==> src/rtl/inst_seq.sv <==
// inst_seq: program-word sequencer issuing instructions to a CPU with ack timeout and abort
module inst_seq #(
  parameter int DEPTH = 16,
  parameter int ACK_TMO = 8,
  localparam int AW = $clog2(DEPTH),
  localparam int TW = $clog2(ACK_TMO + 1)
) (
  input  logic          sys_clk,
  input  logic          sys_rst,
  input  logic          sys_ld_en,
  input  logic [AW-1:0] sys_ld_addr,
  input  logic [31:0]   sys_ld_data,
  input  logic [AW:0]   sys_prog_len,
  input  logic          sys_run,
  input  logic          sys_abort,
  input  logic          sys_inst_st,
  output logic [31:0]   sys_inst_cmd,
  output logic          sys_inst_up,
  output logic          sys_busy,
  output logic          sys_done,
  output logic          sys_err,
  output logic [AW-1:0] sys_pc
);
  localparam logic [2:0] IDLE = 3'd0, FETCH = 3'd1, ISSUE = 3'd2, WAIT_ACK = 3'd3, WAIT_RDY = 3'd4, DONE = 3'd5;
  logic [2:0]    state;
  logic [31:0]   mem [DEPTH];
  logic [31:0]   inst;
  logic [AW:0]   len_q;
  logic [TW-1:0] cnt;
  assign sys_busy = (state == FETCH) || (state == ISSUE) || (state == WAIT_ACK) || (state == WAIT_RDY);
  assign sys_done = state == DONE;
  always_ff @(posedge sys_clk)
    if (!sys_rst && sys_ld_en && state == IDLE) mem[sys_ld_addr] <= sys_ld_data;
  always_ff @(posedge sys_clk) begin
    if (sys_rst) begin
      state        <= IDLE;
      sys_inst_cmd <= '0;
      sys_inst_up  <= 1'b0;
      sys_err      <= 1'b0;
      sys_pc       <= '0;
      cnt          <= '0;
    end else begin
      sys_inst_up <= 1'b0;
      if (state != IDLE && sys_abort) state <= IDLE;
      else
        case (state)
          IDLE: if (sys_run) begin
            len_q <= sys_prog_len;
            if (sys_prog_len == '0) state <= DONE;
            else begin
              sys_pc  <= '0;
              sys_err <= 1'b0;
              state   <= FETCH;
            end
          end
          FETCH: begin
            inst  <= mem[sys_pc];
            state <= ISSUE;
          end
          ISSUE: if (inst[31:28] == 4'd0) state <= DONE;
          else if (sys_inst_st) begin
            sys_inst_cmd <= inst;
            sys_inst_up  <= 1'b1;
            cnt          <= '0;
            state        <= WAIT_ACK;
          end
          WAIT_ACK: if (!sys_inst_st) state <= WAIT_RDY;
          else if (cnt == TW'(ACK_TMO - 1)) begin
            sys_err <= 1'b1;
            state   <= IDLE;
          end else cnt <= cnt + 1'b1;
          WAIT_RDY: if (sys_inst_st) begin
            if ({1'b0, sys_pc} + 1'b1 == len_q) state <= DONE;
            else begin
              sys_pc <= sys_pc + 1'b1;
              state  <= FETCH;
            end
          end
          DONE: state <= IDLE;
          default: state <= IDLE;
        endcase
    end
  end
endmodule
==> config.mk <==
export PLATFORM = sky130hd
export DESIGN_NAME = inst_seq
export DESIGN_NICKNAME = d
export VERILOG_FILES = /design/src/rtl/inst_seq.sv
export SDC_FILE = /design/constraint.sdc
export NUM_CORES = 1
export LEC_CHECK = 0
export ABC_CLOCK_PERIOD_IN_PS = 6500
export CORE_MARGIN = 2
export CORE_UTILIZATION = 50
export CTS_CLUSTER_DIAMETER = 150
export DETAILED_ROUTE_END_ITERATION = 16
export PLACE_DENSITY = 0.75
export SKIP_LAST_GASP = 1
export SYNTH_ARGS = -nofsm -noshare
export SYNTH_HDL_FRONTEND = slang
export SYNTH_SLANG_ARGS = --single-unit
==> constraint.sdc <==
create_clock -name sys_clk -period 6.5 [get_ports sys_clk]
set_input_delay 1.3 -clock sys_clk [delete_from_list [all_inputs] [get_ports sys_clk]]
set_output_delay 1.3 -clock sys_clk [all_outputs]
set_load 0.005 [all_outputs]
==> metrics.txt, run 1 <==
run status=finished clean; initial core utilization=between 50% and 60%; share of layout cells above drive strength 1=about a quarter; EDFF count, synth=~550; Area Growth Syn to Fin=15.2%; Clock Sinks=594; Tot GR Track Use=20.3%; fin area=~26000 um2; Synth area leaders=edfxtp_1, mux4_2, dfxtp_1; # DRC=0; # hold bufs at CTS=0; setup bufs post-CTS=0; WP data arrival=3.77 ns; initial antenna violation count=0; post-DR vias/cell=5.94; Crit. Startpoint=sys_rst; Ports=87; RSZ-0062 raised after global routing=no; ys flop type=edfxtp_1; area share of the largest cell type after synthesis=73.4%; Hold Path Origin=sys_inst_cmd[29]; placed cells=1680; Tcrit/Tclk final=54.7%; CTS tree=built; reg-to-reg critical path startpoint=sys_pc[1]; DR WL/cell=~26 um; largest net degree at the start of global routing=88; pre-CTS setup slack=2.32 ns; Clock Latency Late Sink=0.61 ns; site row count=77; final worst setup slack=2.95 ns; DIE AREA=about 47000 um2; vias in the first global route=10900; via count of the routed design=about 11000; Max clock buf depth=3; global-route wire length before repair=69700 um; fmax=between 200 and 300 MHz; share of synthesized flip-flops with an asynchronous set or reset=0%; R2R Setup Slk=roughly 3.2 ns; Seq cells post-synth=594; startpoint types=input pin; Post-Synthesis Cells=roughly 1000; Hold Fails Final Rpt=0; # diodes=0; mapped cell area=22400 um2; worst-margin pin slew=1.14 ns; HPWL after DPL=24300 um; H-tree depth=2; total design power=7.83 mW; Worst IR Drop VDD=~0.00020 V; Port Buffers=86; post-CTS resize count=0; TritonRoute pass-1 iters=5; Commonest cells post-synth=edfxtp_1, mux4_2, nand2_1; most frequent cell after synthesis=edfxtp_1; Final Non-Filler Cells=between 1500 and 2000; LEAKAGE=7.86 nW; Clock Tree Root=clkbuf_16; max-cap violation count=0; Placed Area=~24000 um2; CP max FO=41; nets=1195; Worst EP required=6.71 ns; Post-Syn Area per Cell=between 20 and 25 um2; Max Transition Viols Final=0; Fin Hold WS=0.452 ns; Setup TNS=0 ns; clock transition at the registers of the reported paths=roughly 0.060 ns; Routed Antenna Nets=0; final wirelength=46200 um; initial DRC count=around 1400; Core Area=44200 um2; chip width=216 um; Period minus WS final=about 3.6 ns; normalized max-slew margin=23.9%; cts bufs inserted=56; Synth Net Count=between 1000 and 1500; crit path capture type=flip-flop; critical setup path kind=in -> reg; Hold Crit Class=reg -> reg; Clock Skew=0.0120 ns; Synth Warn #=0; die height=216 um; grt ovf=0; Synth area leader=edfxtp_1; power per standard cell area=303 nW/um2; Synth cell types=52; Final Core Density=58.5%; Setup Viol. Count Final=0; Seq/Total Area, Yosys=77.4%; gp weighted congestion=0.801
layer usage:
layer | global-route usage, % | wire [um]
met5 | 0 | 0
met3 | 3.86 | 3330
met4 | 5.09 | 868
met1 | 28.8 | 18800
met2 | 33.1 | 23200
worst max-delay path: stages:
cell and delay (ns):
buf_2 0.39, nor4_1 0.53, nand2_1 0.13, or3_1 0.48, nor2_4 0.90
power by group:
part           internal (mW)  leakage (nW)  switching, mW
Combinational          0.153          1.71          0.239
Clock                   1.78         0.842           1.33
Sequential              4.27          5.31         0.0592
layout make-up:
type	instances	area, um2
Fill cell	3051	18400
Sequential cell	594	17400
Multi-Input combinational cell	379	4910
Clock buffer	85	1570
Timing Repair Buffer	110	1050
Tap cell	592	741
Clock inverter	18	178
Inverter	5	18.8
path summary, 6_finish.rpt:
kind / endpoint / cells past startpoint
max: mem[3][2] / 5
min: sys_inst_cmd[29] / 2
max reg2reg: inst[1] / 3
min reg2reg: sys_inst_cmd[29] / 2
cells in the final DEF, fill, tap and decap left out, types with 3 or more instances in the layout:
cell	count
o311a_1	3
clkbuf_1	25
xor2_1	6
o211ai_1	3
nand2b_1	3
nand2_1	79
clkdlybuf4s50_1	85
inv_1	4
a21oi_1	36
dfxtp_1	42
mux2i_1	3
clkinv_1	6
nor2_1	11
a21o_1	3
mux4_2	160
nor3_1	7
nor4_1	4
nor3_2	5
o21ai_1	3
clkbuf_16	58
edfxtp_1	549
buf_4	23
nand3_1	4
clkinv_2	5
or3_1	3
bufinv_16	3
xnor2_1	3
nor2_4	12
registers in the layout, indices dropped and copies added, names as in the netlist:
name and flops:
sys_pc 4, cnt 4, state 3, mem 512, len_q 5, sys_err 1, inst 32, sys_inst_up 1
sys_inst_cmd 32
logic make-up (layout without fill, tap and decap cells):
group	count (synthesis)	after routing	share of synthesized area (%)
fa+ha+maj	2	2	0.111
compound gates	62	62	1.82
buf+inv	59	218	1.18
flops	594	594	77.4
xor+xnor	9	9	0.351
mux	164	164	16.2
simple gates	142	142	2.85
No activity file was read; power rests on OpenSTA's default activity.
==> run 2: changes to the inputs <==
--- a/config.mk
+++ b/config.mk
@@ -5,7 +5,7 @@
 export SDC_FILE = /design/constraint.sdc
 export NUM_CORES = 1
 export LEC_CHECK = 0
-export ABC_CLOCK_PERIOD_IN_PS = 6500
+export ABC_CLOCK_PERIOD_IN_PS = 3400
 export CORE_MARGIN = 2
 export CORE_UTILIZATION = 50
 export CTS_CLUSTER_DIAMETER = 150
==> constraint.sdc (replaced) <==
create_clock -name sys_clk -period 3.4 [get_ports sys_clk]
set_input_delay 0.68 -clock sys_clk [delete_from_list [all_inputs] [get_ports sys_clk]]
set_output_delay 0.68 -clock sys_clk [all_outputs]
set_load 0.005 [all_outputs]
==> run 2 against run 1 <==
Net effect: combinational power is 100% higher; sequential power grew 91%; flip-flop and latch count did not move; clock skew rose by 0.0040 ns; cell area increased by 2.2%; routed wire length increased by 2.6%; hold slack improved by 0.0018 ns; via count rose by 1.6%; die area unchanged; largest cell class unchanged.
==> metrics.txt, run 2 (synthesized netlist as in run 1, its figures left out) <==
# hold bufs at CTS=0 (unchanged); critical setup path kind=reg -> out; grt ovf=0 (unchanged); Tot GR Track Use=20.7% (+0.42 points); normalized max-slew margin=42.6% (+19 points); LEAKAGE=8.14 nW (+3.5%); largest net degree at the start of global routing=129 (+47%); DIE AREA=46600 um2 (unchanged); H-tree depth=2 (unchanged); Area Growth Syn to Fin=17.8%; Reg with most FFs=mem; CTS tree=built; clock transition at the registers of the reported paths=0.07 ns (about the same); startpoint types=flip-flop; Period minus WS final=between 2 and 3 ns; Clock Tree Root=clkbuf_16; # DRC=0 (unchanged); initial DRC count=1310 (-8.9%); Final Non-Filler Cells=1802 (+1.1%); Clock Latency Late Sink=0.60 ns (about the same); largest registers ranked by flip-flop count=mem x512, inst x32, sys_inst_cmd x32; crit path capture type=output port; Tcrit/Tclk final=86.8%; cts bufs inserted=56 (unchanged); WP data arrival=2.27 ns (-1.50 ns); via count of the routed design=10800 (+1.6%); Setup Viol. Count Final=0 (unchanged); CP max-delay cell=dfxtp_1; CP bufs+invs=1 (unchanged); Core Area=44200 um2 (unchanged); initial antenna violation count=2 (+2); run status=finished clean; initial core utilization=50.8% (unchanged); Clock Sinks=594 (unchanged); Final Core Density=59.8% (+1.3 points); share of layout cells above drive strength 1=26.2% (+2.5 points); highest routed layer=met4; vias in the first global route=11100 (+2.4%); placed cells=1695 (+0.89%); Max Transition Viols Final=0 (unchanged); power per standard cell area=601 nW/um2 (+98%); TritonRoute pass-1 iters=5 (unchanged); Slowest Stage Delay on Critical Path=0.70 ns (-0.20 ns); site row count=77 (unchanged); die height=216 um (unchanged); worst-margin pin slew=0.861 ns (-0.282 ns); nets=1210 (+1.3%); post-CTS resize count=0 (unchanged); Placed Area=24400 um2 (+1.1%); CP top delay family=flip-flops; CP Cell Sequence=nor2_1 -> xnor2_1 -> clkdlybuf4s50_1; most frequent cells in the layout=edfxtp_1, mux4_2, clkdlybuf4s50_1; met2 routed WL=23600 um (+1.7%); final worst setup slack=0.448 ns (-2.50 ns); wl on met1=19500 um (+3.8%); Met3 Wirelength=3310 um (-0.57%); commonest non-fill, non-tap cell in the layout=edfxtp_1; Routed Antenna Nets=0 (unchanged); global-route wire length before repair=71300 um (+2.2%); pre-CTS setup slack=0.615 ns (-1.70 ns); post-DR vias/cell=5.97 (+0.54%); gp weighted congestion=0.798 (-0.42%); Worst EP required=2.72 ns (-3.99 ns); total design power=15.9 mW (+100%); RSZ-0062 raised after global routing=no; Max clock buf depth=3 (unchanged); fin area=26400 um2 (+2.2%); max-cap violation count=0 (unchanged); Ports=87 (unchanged); Clock Skew=0.0159 ns (+0.00398 ns); Largest register FFs=512 (unchanged); Worst IR Drop VDD=0.000342 V (+75%); final wirelength=47400 um (+2.6%); Hold Crit Class=reg -> reg; HPWL after DPL=24700 um (+1.6%); CP max FO=18 (-56%); chip width=216 um (unchanged); Port Buffers=86 (unchanged); DR WL/cell=26.3 um (+1.5%); Fin Hold WS=0.454 ns (+0.00184 ns); Hold Fails Final Rpt=0 (unchanged); fmax=339 MHz; Setup TNS=0 ns (unchanged); # fillers=2983 (-2.2%); setup bufs post-CTS=0 (unchanged)
run 2: cell types whose count changed in the layout (fill, tap and decap cells not counted), moves of 3 or more:
| cell | change |
|---|---|
| buf_4 | +5 |
| nor3_2 | -4 |
| clkbuf_8 | +3 |
| diode_2 | +3 |
| clkbuf_1 | -17 |
| nor3_4 | +4 |
| buf_12 | +10 |
| bufinv_16 | +10 |
| clkinv_2 | +6 |
run 2: routing by layer:
metal / up-vias / global-route usage [%]
li1: 4554 / -
met1: 5712 / 29.2
met2: 436 / 33.9
met3: 63 / 3.35
met4: 0 / 6.19
met5: - / 0
run 2: worst paths after layout:
kind	from	endpoint	slack, ns	depth (start not counted)
worst max register to register	state[1]	mem[0][31]	0.73	5
worst max-delay path	state[1]	sys_busy	0.45	3
worst min-delay path	sys_inst_cmd[31]	sys_inst_cmd[31]	0.45	2
worst min register to register	sys_inst_cmd[31]	sys_inst_cmd[31]	0.45	2
run 2: power breakdown:
| part | internal [mW] | leakage [nW] | switching (mW) | total (mW) |
|---|---|---|---|---|
| sequential | 8.16 | 5.31 | 0.105 | 8.27 |
| clock | 4.17 | 0.998 | 2.65 | 6.82 |
| combinational | 0.314 | 1.83 | 0.484 | 0.798 |
run 2: worst reg2reg max path, cell delays in order, from the launching register on:
cell,delay (ns)
dfxtp_1,0.50
nor4_1,0.55
nand2_1,0.13
or3_1,0.53
nor3_4,0.23
buf_4,0.39
run 2: area by class of cell:
type	instances	area [um2]	area share (%)
Clock inverter	34	513	1.94
Timing Repair Buffer	125	1290	4.87
Tap cell	592	741	2.80
Sequential cell	594	17400	65.8
Inverter	5	18.8	0.0710
Clock buffer	70	1530	5.77
Antenna cell	3	7.51	0.0284
Multi-Input combinational cell	379	4950	18.7
==> run 3: changes to the inputs <==
--- a/config.mk
+++ b/config.mk
@@ -5,13 +5,15 @@
 export SDC_FILE = /design/constraint.sdc
 export NUM_CORES = 1
 export LEC_CHECK = 0
-export ABC_CLOCK_PERIOD_IN_PS = 3400
+export ABC_CLOCK_PERIOD_IN_PS = 2400
 export CORE_MARGIN = 2
 export CORE_UTILIZATION = 50
+export CTS_BUF_LIST = sky130_fd_sc_hd__clkbuf_16
 export CTS_CLUSTER_DIAMETER = 150
 export DETAILED_ROUTE_END_ITERATION = 16
-export PLACE_DENSITY = 0.75
+export PLACE_DENSITY = 0.78
 export SKIP_LAST_GASP = 1
+export SLEW_MARGIN = 30
 export SYNTH_ARGS = -nofsm -noshare
 export SYNTH_HDL_FRONTEND = slang
 export SYNTH_SLANG_ARGS = --single-unit
==> constraint.sdc (replaced) <==
create_clock -name sys_clk -period 2.4 [get_ports sys_clk]
set_input_delay 0.48 -clock sys_clk [delete_from_list [all_inputs] [get_ports sys_clk]]
set_output_delay 0.48 -clock sys_clk [all_outputs]
set_load 0.005 [all_outputs]
==> run 3 against run 2 <==
Net effect: count of clock-buffer cells in the layout decreased by 14; cell count rose by 1.7%; utilization up 0.70 points; clock skew grew 0.0067 ns; cell area grew 1.2%; via count up 2.1%; critical path type unchanged; power grew 35%; clock power up 25%.
==> metrics.txt, run 3 (synthesized netlist as in run 1, its figures left out) <==
crit path capture type=output port; Clock Latency Late Sink=0.60 ns (about the same); Slowest Stage Delay on Critical Path=0.49 ns (-0.21 ns); max-cap violation count=0 (unchanged); Hold Fails Final Rpt=0 (unchanged); grt ovf=0 (unchanged); chip width=216 um (unchanged); cts bufs inserted=55 (-1.8%); worst-margin pin slew=0.673 ns (-0.187 ns); DR WL/cell=27.1 um (+3.0%); Fin Hold WS=0.358 ns (-0.0966 ns); critical setup path kind=reg -> out; via count of the routed design=11000 (+2.1%); run status=finished clean; share of layout cells above drive strength 1=27.7% (+1.5 points); Port Buffers=86 (unchanged); site row count=77 (unchanged); startpoint types=flip-flop; Largest register FFs=512 (unchanged); Reg with most FFs=mem; Hold Crit Class=in -> reg; Routed Antenna Nets=0 (unchanged); nets=1241 (+2.6%); clock transition at the registers of the reported paths=0.06 ns (about the same); power per standard cell area=803 nW/um2 (+34%); CP max-delay cell=clkdlybuf4s50_1; initial DRC count=1251 (-4.5%); die height=216 um (unchanged); Tcrit/Tclk final=97.3%; vias in the first global route=11500 (+2.9%); fmax=~430 MHz; fin area=26700 um2 (+1.2%); R2R Setup Slk=0.14 ns (-0.59 ns); setup bufs post-CTS=0 (unchanged); CTS tree=built; H-tree depth=2 (unchanged); WP data arrival=1.86 ns (-0.41 ns); final wirelength=49600 um (+4.7%); Setup Viol. Count Final=0 (unchanged); Placed Area=25000 um2 (+2.3%); global-route wire length before repair=74200 um (+4.2%); Core Area=44200 um2 (unchanged); CP bufs+invs=2 (+1); Max Transition Viols Final=0 (unchanged); DIE AREA=46600 um2 (unchanged); gp weighted congestion=0.845 (+5.9%); TritonRoute pass-1 iters=5 (unchanged); post-DR vias/cell=6.00 (+0.42%); largest net degree at the start of global routing=49 (-62%); largest registers ranked by flip-flop count=mem x512, inst x32, sys_inst_cmd x32; # DRC=0 (unchanged); Clock Tree Root=clkbuf_16; Ports=87 (unchanged); CP Cell Sequence=buf_4 -> and3b_1 -> clkdlybuf4s50_1; Max clock buf depth=3 (unchanged); CP top delay family=buffers and inverters; Clock Skew=0.0227 ns (+0.00675 ns); LEAKAGE=8.30 nW (+2.0%); Period minus WS final=2.34 ns; Tot GR Track Use=21.9% (+1.1 points); Area Growth Syn to Fin=19.1%; initial core utilization=50.8% (unchanged); RSZ-0062 raised after global routing=yes; commonest non-fill, non-tap cell in the layout=edfxtp_1; Worst EP required=1.92 ns (-0.80 ns); CP max FO=12 (-6); Worst IR Drop VDD=0.000539 V (+57%); initial antenna violation count=0 (-2); HPWL after DPL=28300 um (+14%); most frequent cells in the layout=edfxtp_1, mux4_2, clkdlybuf4s50_1; normalized max-slew margin=55.1% (+12 points); Clock Sinks=594 (unchanged)
==> run 3: cell types whose count changed in the layout (fill, tap and decap cells not counted), moves of 3 or more <==
cell | previous run | this run
buf_12 | 11 | 35
inv_1 | 4 | 18
bufinv_16 | 13 | 5
clkbuf_1 | 8 | 0
buf_4 | 28 | 35
clkbuf_8 | 5 | 0
clkinv_1 | 5 | 10
dfxtp_1 | 42 | 39
==> run 3: through the flow <==
stage | cells | setup WS, ns | TNS, ns | util (%) | total power [mW]
after floorplan | 1032 | -0.180 | -15.17 | - | 12.5
after global placement | 1728 | 0.0226 | 0 | 56.4 | 13.1
after detailed placement | 1728 | 0.0253 | 0 | 56.4 | 13.2
after CTS | 1832 | -0.0112 | -0.0112 | 60.5 | 21.6
after global routing | 1831 | -0.0114 | -0.0140 | 60.5 | 22.1
final | 1832 | 0.0640 | 0 | 60.5 | 21.5
==> run 3: what timing repair did <==
action,4_1_cts,5_1_grt
pin swaps,0,0
gates resized for setup,7,2
gates cloned,0,0
hold buffers,0,0
setup endpoints to repair,3,3
==> run 3: final cells by class <==
cell class                      instances  area [um2]
Antenna cell                            1        2.50
Clock buffer                           56        1400
Clock inverter                         48         372
Fill cell                            2905       17500
Inverter                                5        18.8
Multi-Input combinational cell        379        4980
Sequential cell                       594       17400
Tap cell                              592         741
Timing Repair Buffer                  157        1830
==> run 3: worst reg2reg max path, delay by kind of cell (launching register included) <==
kind / cells / cell delay (ns)
simple gates: 2 / 0.52
compound gates: 3 / 1.07
flops: 1 / 0.39
fa+ha+maj: 1 / 0.18
==> run 3: layer usage <==
layer,share of wire (%),track usage [%]
met2,50,36.1
met5,0,0
met3,9.0,5.34
met1,39,29.5
met4,2.1,5.78
==> run 3: power breakdown <==
| part | switching [mW] | total [mW] | internal (mW) |
|---|---|---|---|
| logic | 0.743 | 1.27 | 0.531 |
| registers | 0.146 | 11.7 | 11.6 |
| clock network | 3.71 | 8.50 | 4.78 |
| total | 4.60 | 21.5 | 16.9 |
==> run 3: final timing paths <==
check / from / end / cells after the start
worst max-delay path: state[0] / sys_done / 3
worst min-delay path: sys_rst / state[1] / 4
worst max register to register: sys_pc[0] / sys_pc[2] / 6
worst min register to register: sys_inst_cmd[26] / sys_inst_cmd[26] / 2
